## src/rtl/trap_pkg.sv

```systemverilog
// Shared types and constants for the trap-entry sequencer.
// Holds the FSM states, tt codes, latch bundle and window addresses.
package trap_pkg;

  localparam int NWINDOWS = 8;
  localparam int CWPW = 3;

  typedef enum logic [2:0] {
    S_IDLE,
    S_CAPTURE,
    S_WR_L1,
    S_WR_L2,
    S_VECTOR,
    S_ERROR
  } state_t;

  localparam logic [7:0] TT_RESET = 8'h00;
  localparam logic [7:0] TT_IAE   = 8'h01;
  localparam logic [7:0] TT_ILL   = 8'h02;
  localparam logic [7:0] TT_PRIV  = 8'h03;
  localparam logic [7:0] TT_WOVF  = 8'h05;
  localparam logic [7:0] TT_WUNF  = 8'h06;
  localparam logic [7:0] TT_ALIGN = 8'h07;

  localparam logic [2:0] IDX_NONE  = 3'd0;
  localparam logic [2:0] IDX_RESET = 3'd1;

  localparam logic [4:0] RA_L1 = 5'd17;
  localparam logic [4:0] RA_L2 = 5'd18;

  typedef struct packed {
    logic [7:0]      tt;
    logic [31:0]     pc;
    logic [31:0]     npc;
    logic [CWPW-1:0] cwp;
    logic            s;
    logic            rst;
  } trap_lat_t;

  function automatic logic [7:0] idx_to_tt(
    input logic [2:0] idx
  );
    logic [7:0] tt;
    tt = TT_RESET;
    case (idx)
      3'd2:    tt = TT_IAE;
      3'd3:    tt = TT_ILL;
      3'd4:    tt = TT_PRIV;
      3'd5:    tt = TT_WOVF;
      3'd6:    tt = TT_WUNF;
      3'd7:    tt = TT_ALIGN;
      default: tt = TT_RESET;
    endcase
    return tt;
  endfunction

endpackage

```

## src/rtl/trap_seq_tt_map.sv

```systemverilog
// Combinational prioritised-index to trap-type lookup.
// Also reused by the TBR read-back path.
module trap_tt_map
  import trap_pkg::*;
(
  input  logic [2:0] idx,
  output logic [7:0] tt
);

  assign tt = idx_to_tt(idx);

endmodule

```

## src/rtl/trap_seq.sv

```systemverilog
// SPARC V8 trap-entry sequencer: PSR, CWP, %l1/%l2, TBR, redirect.
// Holds the pipeline via busy; traps with ET=0 lock into error mode.
module trap_seq
  import trap_pkg::*;
(
  input  logic        clk,
  input  logic        rst_n,
  input  logic        trap_req,
  input  logic [2:0]  tt_idx,
  input  logic        psr_et,
  input  logic        psr_s,
  input  logic [2:0]  cwp,
  input  logic [31:0] pc,
  input  logic [31:0] npc,
  input  logic [19:0] tba,
  output logic        busy,
  output logic        psr_we,
  output logic        ps_new,
  output logic        cwp_we,
  output logic [2:0]  cwp_new,
  output logic        tbr_we,
  output logic [7:0]  tbr_tt,
  output logic        rf_we,
  output logic [4:0]  rf_waddr,
  output logic [31:0] rf_wdata,
  output logic        pc_load,
  output logic [31:0] pc_new,
  output logic [31:0] npc_new,
  output logic        error_mode
);

  state_t    state_q, state_d;
  trap_lat_t lat_q;
  logic      accept;
  logic [7:0]  tt_in;
  logic [31:0] vec;
  logic [2:0]  cwp_dec;

  trap_tt_map u_map (
    .idx (tt_idx),
    .tt  (tt_in)
  );

  always_ff @(posedge clk or negedge rst_n) begin
    if (!rst_n) begin
      state_q <= S_IDLE;
      lat_q   <= '0;
    end else begin
      state_q <= state_d;
      if (accept) begin
        lat_q.tt  <= tt_in;
        lat_q.pc  <= pc;
        lat_q.npc <= npc;
        lat_q.cwp <= cwp;
        lat_q.s   <= psr_s;
        lat_q.rst <= (tt_idx == IDX_RESET);
      end
    end
  end

  // Window rotation decrements modulo NWINDOWS
  assign cwp_dec = (lat_q.cwp == '0) ? 3'(NWINDOWS - 1)
                                     : lat_q.cwp - 3'd1;

  assign vec = lat_q.rst ? 32'h0
                         : {tba, lat_q.tt, 4'b0000};

  always_comb begin
    state_d    = state_q;
    accept     = 1'b0;
    busy       = 1'b0;
    psr_we     = 1'b0;
    ps_new     = 1'b0;
    cwp_we     = 1'b0;
    cwp_new    = '0;
    tbr_we     = 1'b0;
    tbr_tt     = '0;
    rf_we      = 1'b0;
    rf_waddr   = '0;
    rf_wdata   = '0;
    pc_load    = 1'b0;
    pc_new     = '0;
    npc_new    = '0;
    error_mode = 1'b0;
    unique case (state_q)
      S_IDLE: begin
        if (trap_req && tt_idx != IDX_NONE) begin
          if (tt_idx == IDX_RESET) begin
            accept  = 1'b1;
            state_d = S_VECTOR;
          end else if (!psr_et) begin
            state_d = S_ERROR;
          end else begin
            accept  = 1'b1;
            state_d = S_CAPTURE;
          end
        end
      end
      S_CAPTURE: begin
        busy    = 1'b1;
        psr_we  = 1'b1;
        ps_new  = lat_q.s;
        cwp_we  = 1'b1;
        cwp_new = cwp_dec;
        tbr_we  = 1'b1;
        tbr_tt  = lat_q.tt;
        state_d = S_WR_L1;
      end
      S_WR_L1: begin
        busy     = 1'b1;
        rf_we    = 1'b1;
        rf_waddr = RA_L1;
        rf_wdata = lat_q.pc;
        state_d  = S_WR_L2;
      end
      S_WR_L2: begin
        busy     = 1'b1;
        rf_we    = 1'b1;
        rf_waddr = RA_L2;
        rf_wdata = lat_q.npc;
        state_d  = S_VECTOR;
      end
      S_VECTOR: begin
        busy    = 1'b1;
        pc_load = 1'b1;
        pc_new  = vec;
        npc_new = vec + 32'd4;
        // Reset entry skips CAPTURE, so its PSR update lands here
        psr_we  = lat_q.rst;
        ps_new  = lat_q.rst & lat_q.s;
        state_d = S_IDLE;
      end
      S_ERROR: begin
        busy       = 1'b1;
        error_mode = 1'b1;
      end
      default: state_d = S_IDLE;
    endcase
  end

endmodule

```

## config.mk

```make
export PLATFORM = sky130hd
export DESIGN_NAME = trap_seq
export DESIGN_NICKNAME = d
export VERILOG_FILES = /design/src/rtl/trap_pkg.sv /design/src/rtl/trap_seq_tt_map.sv /design/src/rtl/trap_seq.sv
export SDC_FILE = /design/constraint.sdc
export NUM_CORES = 1
export LEC_CHECK = 0
export ABC_AREA = 1
export CAP_MARGIN = 5
export CORE_MARGIN = 2
export CORE_UTILIZATION = 41
export CTS_CLUSTER_SIZE = 8
export DETAILED_ROUTE_END_ITERATION = 7
export HOLD_SLACK_MARGIN = 0.05
export PLACE_DENSITY_LB_ADDON = 0.15
export REMOVE_ABC_BUFFERS = 1
export SYNTH_ARGS = -nofsm -noshare
export SYNTH_HDL_FRONTEND = slang
export SYNTH_HIERARCHICAL = 1
export SYNTH_SLANG_ARGS = --single-unit
```

## constraint.sdc

```tcl
create_clock -name clk -period 2 [get_ports clk]
set_clock_uncertainty 0.1 [all_clocks]
set_input_delay 0.3 -clock clk [delete_from_list [all_inputs] [get_ports clk]]
set_output_delay 0.3 -clock clk [all_outputs]
set_load 0.02 [all_outputs]
```

==> impl_metrics.csv, run 1 <==
group,metric,value,unit
clock_tree,cts_htree_levels,3,
worst_setup_path,crit_family,"buffers and inverters",
clock_tree,clock_sinks,80,
worst_setup_path,rr_startpoint,"state_q[1]",
global_route,antenna_found_initial,0,
floorplanning,core,10750,sq um
worst_setup_path,worst_ep_required_time,1.60,ns
drt,viasPerCell,5.135,
worst_setup_path,crit_start,"state_q[2]",
worst_setup_path,critPathArrivalTime,1.65,ns
timing,fin_ws,-0.05394,ns
drt,routed_wl,15.08,mm
global_route,grt_pass1_vias,4537,
worst_setup_path,path_cells,"nor2_4, nand2_2, inv_4, buf_12, buf_16, buf_6, nand2_2, nand2_2, buf_6",
run,cap_violations,0,
yosys,ys_seq_elements,80,
yosys,ys_seq_area_share,44.77,%
yosys,synthArstFlopShare,100.0,%
yosys,synth-edff-count,0,
min_path,hold_path_class,"primary input to asynchronous set/reset pin",
power_and_ir_drop,power_density,440.5,nW/um^2
power_and_ir_drop,leakage,3.788,nW
floorplanning,die_h,108.4,microns
clock_tree,cts_tree,"yes",
worst_setup_path,critical_path_class,"flip-flop to output port",
final_layout,antennaDiodeCount,0,
worst_setup_path,setup.worst_path.start_class,"flip-flop",
clock_tree,numCtsBuffers,9,
timing,fmax,486.9,MHz
floorplanning,ios,215,
placed_design,place.gp.congestion,0.8261,
floorplanning,die_w,108.4,microns
yosys,synth_top_area_share,44.77,%
timing,hold_viol,0,
drt,dr.pass1.iters,4,
worst_setup_path,cp_slowest_cell,"dfrtp_2",
drt,drtIter0Drc,348,
timing,fin_tns_setup,-0.3062,ns
final_layout,layout.nets,915,
global_route,grtUsageTotal,25.42,%
worst_setup_path,critPathBufInv,5,
clock_tree,root_buffer,"clkbuf_8",
global_route,grt_pass1_wl,23.32,mm
global_route,overflow,0,
clock_tree,insertion_delay,0.34,ns
timing,finalMaxSlewViolations,0,
yosys,synth.largest_area_cell,"dfrtp_1",
yosys,synth_top_flop_cell,"dfrtp_1",
final_layout,drive_above_1_share,28.83,%
yosys,syn_avg_cell_area,7.166,sq um
floorplanning,rows,38,
power_and_ir_drop,ir_drop,0.0003354,V
timing,min_period,2.054,ns
yosys,netlist_instances,624,
floorplanning,start_util,41.62,%
global_route,grt_start_max_net_pins,78,
drt,drc,0,
final_layout,layout_commonest_cell,"nand2_1",
yosys,yosysUniqueCellTypes,19,
drt,wire_per_inst,15.68,microns
run_status,violations,"setup timing",
placed_design,dp.final_hpwl,10.06,mm
floorplanning,fp.dieArea,11760,sq um
timing,setup_viol,18,
worst_setup_path,crit_top_cell,"nand2_2",
drt,drtAntennaViolNets,0,
final_layout,layout_common_cells,"278 x nand2_1, 93 x clkdlybuf4s50_1, 84 x buf_4, 79 x dfrtp_1, 78 x nand4_1",
final_layout,syn_to_final_growth,57.27,%
clock_tree,cts.clk_slew.worst_paths,0.08,ns
worst_setup_path,end_kind,"output port",
yosys,synth.area.top_cells,"dfrtp_1 45%, nand2_1 25%, nand4_1 11%, buf_4 7.6%, nor2_1 3.7%",
worst_setup_path,slowest_delay,0.45,ns
run_status,status,"finished with violations",
worst_setup_path,crit_path_max_fanout,5,
clock_tree,clock_path_buffers,2,
yosys,yosys_warnings,6,
drt,vias,4940,
placed_design,dp_slack,-0.2108,ns
timing,rsz0062_at_grt,"yes",
timing,min_period_over_period,102.7,%
yosys,syn_area,4472,sq um
worst_setup_path,reg2reg_setup_slack,0.31,ns
placed_design,io_buffers,205,
## cell usage after synthesis (2+ instances only)
library cell and instances:
a21oi_1 3, buf_1 5, buf_2 12, buf_4 45, clkbuf_1 26, conb_1 2
dfrtp_1 80, ha_1 2, inv_1 24, nand2_1 293, nand3_1 3, nand4_1 78
nor2_1 44, o21ai_0 2
## area by class of cell
class	instances	area, sq um
Clock inverter	2	13.76
Tap cell	140	175.2
Fill cell	936	3712
Timing Repair Buffer	259	2420
Multi-Input combinational cell	443	2148
Inverter	25	103.9
Clock buffer	13	168.9
Sequential cell	80	2003
## power by group
part	total [mW]	internal [mW]	leakage [nW]	switching [mW]
registers	1.62	1.62	1.11	0
clock network	1.12	0.548	0.0955	0.571
logic	0.364	0.194	2.58	0.170
total	3.10	2.36	3.79	0.741
## routing by layer
layer | global-route usage, % | vias to the layer above | routed length [microns]
li1 | - | 2308 | -
met1 | 32.18 | 2392 | 5908
met2 | 42.77 | 218 | 7693
met3 | 5.606 | 22 | 1174
met4 | 8.974 | 0 | 306
met5 | 0 | - | 0
## logic make-up (layout without fill, tap and decap cells)
kind of cell	count (synthesis)	after routing	synth area share, %
fa+ha+maj	2	2	0.5595
compound gates	6	6	0.7274
buf+inv	113	299	13.60
flops	80	80	44.77
simple gates	421	421	40.18
other cells	2	14	0.1679
## sequential cells by signal, indices dropped and copies added (netlist names)
signal,flops
state_q,3
lat_q,77
## through the flow
step           utilization (%)  cell area, sq um  total power, mW  hold WS [ns]  instances
2_1_floorplan                -              4003            1.725      -0.09559        548
4_1_cts                  62.75              6743            3.127        0.3255        960
5_1_grt                  65.45              7033            3.223        0.3642        962
3_5_place_dp             61.07              6563            2.003        0.1766        929
3_3_place_gp             61.07              6563            1.998        0.1727        929
6_report                 65.45              7033            3.098        0.3369        962
## final timing paths
path | to | cells after the start
worst min register to register | lat_q[25] | 2
worst max-delay path | rf_wdata[19] | 9
min in group clk | lat_q[25] | 2
max in group asynchronous | lat_q[58] | 3
worst max register to register | lat_q[13] | 6
worst min-delay path | lat_q[47] | 2
## repair_timing
item                                    in CTS  in global routing
endpoints found under the setup margin     111                 98
gates cloned                                 5                  1
pin swaps                                    4                  8
setup buffers                               10                  3
hold buffers                                 1                  0
gates resized for setup                    522                115
endpoints found under the hold margin       31                  0
(Power assumes the default switching activity.)
==> inputs of run 2 (changes only) <==
--- a/config.mk
+++ b/config.mk
@@ -8,13 +8,12 @@
 export ABC_AREA = 1
 export CAP_MARGIN = 5
 export CORE_MARGIN = 2
-export CORE_UTILIZATION = 41
+export CORE_UTILIZATION = 40
 export CTS_CLUSTER_SIZE = 8
 export DETAILED_ROUTE_END_ITERATION = 7
 export HOLD_SLACK_MARGIN = 0.05
-export PLACE_DENSITY_LB_ADDON = 0.15
+export PLACE_DENSITY = 0.81
 export REMOVE_ABC_BUFFERS = 1
 export SYNTH_ARGS = -nofsm -noshare
 export SYNTH_HDL_FRONTEND = slang
-export SYNTH_HIERARCHICAL = 1
 export SYNTH_SLANG_ARGS = --single-unit
==> run 2 against run 1 <==
  * The flow still finishes with violations (setup timing)
  * Combinational power grew 12%
  * First-iteration DRC count decreased by 52%
  * Sequential share of layout area down 0.19 points
  * Final area fell by 5.6%
==> impl_metrics.csv, run 2 <==
group,metric,value,unit
yosys,yosysMostFrequentCell,"nand2_1",
global_route,overflow,0,
yosys,synth.largest_area_cell,"dfrtp_1",
yosys,netlist_instances,578,
final_layout,largest_reg_flops,72,
worst_setup_path,setup.worst_path.start_class,"flip-flop",
power_and_ir_drop,pwr-share-clk,37.7,%
yosys,yosys_warnings,0,
worst_setup_path,crit_path_max_fanout,6,
power_and_ir_drop,switching_share,23.84,%
final_layout,layout_common_cells,"197 x nand2_1, 93 x clkdlybuf4s50_1, 74 x dfrtp_1, 73 x nand3_1, 60 x nand2_2",
timing,rsz0062_at_grt,"yes",
drt,dr.pass1.iters,4,
global_route,grt_start_max_net_pins,44,
timing,setup_viol,1,
floorplanning,core,10280,sq um
floorplanning,ios,215,
yosys,synth.area.top_cells,"dfrtp_1 45%, nand2_1 25%, buf_4 8.9%, nand3_1 8.7%, nor2_1 2.7%",
placed_design,dp_slack,-0.2259,ns
clock_tree,cts.clk_slew.worst_paths,0.08,ns
yosys,syn_area,4202,sq um
final_layout,regMostFlops,"lat_q",
run_status,violations,"setup timing",
timing,max-slew-margin-rel,65.09,%
clock_tree,root_buffer,"clkbuf_8",
min_path,hold_path_depth,2,
timing,fin_ws,-0.01554,ns
worst_setup_path,critical_path_class,"flip-flop to output port",
final_layout,antennaDiodeCount,0,
drt,routed_wl,13.05,mm
power_and_ir_drop,ir_drop,0.0003541,V
power_and_ir_drop,internal_power,2.489,mW
drt,drtIter0Drc,166,
floorplanning,die_w,106.5,microns
floorplanning,die_h,106.5,microns
timing,fin_tns_setup,-0.01554,ns
power_and_ir_drop,leakage,3.862,nW
min_path,hold_path_class,"flip-flop to flip-flop",
global_route,grt_pass1_wl,19.60,mm
worst_setup_path,critPathArrivalTime,1.62,ns
drt,viasPerCell,4.779,
worst_setup_path,reg2regPathDepth,8,
power_and_ir_drop,pwr-share-seq,49.8,%
final_layout,syn_to_final_growth,58.01,%
final_layout,top_regs,"lat_q: 72 flops, state_q: 3 flops",
placed_design,post_dp_cell_area,6153,sq um
placed_design,place.gp.congestion,0.8080,
yosys,syn_avg_cell_area,7.269,sq um
yosys,synth_top_area_share,44.67,%
final_layout,nFillCells,882,
worst_setup_path,worst_ep_required_time,1.60,ns
floorplanning,start_util,40.88,%
run_status,status,"finished with violations",
timing,fmax,496.1,MHz
final_layout,layout.nets,857,
placed_design,io_buffers,190,
power_and_ir_drop,power_density,492.2,nW/um^2
drt,drc,0,
global_route,grt_pass1_vias,4182,
clock_tree,insertion_delay,0.32,ns
worst_setup_path,end_kind,"output port",
timing,finalMaxSlewViolations,0,
timing,min_period,2.016,ns
yosys,ys_seq_area_share,44.67,%
floorplanning,fp.dieArea,11340,sq um
timing,hold_viol,0,
power_and_ir_drop,p_comb_share,12.4,%
final_layout,seqCellArea,1878,sq um
clock_tree,clock_path_buffers,2,
clock_tree,clock_sinks,75,
yosys,ys_seq_elements,75,
run,cap_violations,0,
yosys,synth-edff-count,0,
global_route,grtUsageTotal,21.60,%
clock_tree,cts_tree,"yes",
yosys,synth_top_flop_cell,"dfrtp_1",
clock_tree,numCtsBuffers,9,
yosys,ys_top_cells_by_count,"275 x nand2_1, 75 x dfrtp_1, 73 x nand3_1",
clock_tree,cts_htree_levels,3,
timing,min_period_over_period,100.8,%
floorplanning,rows,37,
drt,wire_per_inst,14.50,microns
final_layout,fin_area,6639,sq um
final_layout,multi_input_area,2126,sq um
drt,vias,4301,
yosys,yosysUniqueCellTypes,23,
final_layout,layout_commonest_cell,"nand2_1",
final_layout,drive_above_1_share,33.12,%
global_route,antenna_found_initial,0,
drt,drtAntennaViolNets,0,
power_and_ir_drop,p_switching,0.7789,mW
timing,hold_ws,0.3698,ns
placed_design,dp.final_hpwl,9.098,mm
timing,worst_pin_slew,0.5236,ns
yosys,synthArstFlopShare,100.0,%
[run 2: cell type report]
type / count / area share, %
Clock buffer: 10 / 1.922
Timing Repair Buffer: 229 / 32.74
Sequential cell: 75 / 28.29
Tap cell: 136 / 2.563
Multi-Input combinational cell: 425 / 32.02
Clock inverter: 5 / 1.187
Inverter: 20 / 1.282
[run 2: metrics by stage]
stage | util [%] | power (mW) | std cells
2_1_floorplan | - | 1.769 | 520
3_3_place_gp | 59.87 | 2.032 | 878
3_5_place_dp | 59.87 | 2.042 | 878
4_1_cts | 60.34 | 3.272 | 897
5_1_grt | 64.60 | 3.421 | 900
6_report | 64.60 | 3.268 | 900
[run 2: worst max-delay path, stage by stage, from the launching register on]
cell	delay, ns
dfrtp_1	0.41
inv_2	0.08
nor2_4	0.15
nand2_2	0.10
clkinv_4	0.11
clkbuf_16	0.18
nand2_4	0.05
nand2_2	0.08
buf_6	0.12
[run 2: repair_timing]
action,in CTS,in global routing
endpoints found under the hold margin,38,0
buffers inserted,2,1
hold buffers,1,0
cloned,1,3
resized for setup,384,201
setup endpoints to repair,96,73
pin swaps,0,24
[run 2: logic make-up after synthesis]
kind of cell / share of synthesized area (%)
and+or+nand+nor: 38.03
other: 0.08925
AOI/OAI and AO/OA: 1.072
DFF: 44.67
adders and majority gates: 0.5955
buffers and inverters: 15.34
xor gates and xnor gates: 0.2085
[run 2: worst paths after layout]
| check | start | end | slack, ns |
|---|---|---|---|
| min in group asynchronous | rst_n | lat_q[1] | 0.38 |
| worst min-delay path | lat_q[1] | lat_q[1] | 0.37 |
| worst min register to register | lat_q[1] | lat_q[1] | 0.37 |
| worst max register to register | state_q[1] | lat_q[38] | 0.39 |
| max in group asynchronous | rst_n | lat_q[30] | 0.82 |
| worst max-delay path | state_q[1] | rf_wdata[30] | -0.02 |
[run 2: power groups by stage]
stage	logic (mW)	clock network, mW	registers, mW
after floorplan	0.135	0	1.63
after global placement	0.392	0	1.64
after detailed placement	0.400	0	1.64
after CTS	0.403	1.26	1.61
after global routing	0.446	1.34	1.64
final	0.406	1.23	1.63
[run 2: layer usage]
metal	track usage (%)	routed length (microns)	vias to the layer above
li1	-	-	2071
met1	23.85	4952	2049
met2	40.89	7200	157
met3	3.924	611	24
met4	8.163	290	0
met5	0	0	-
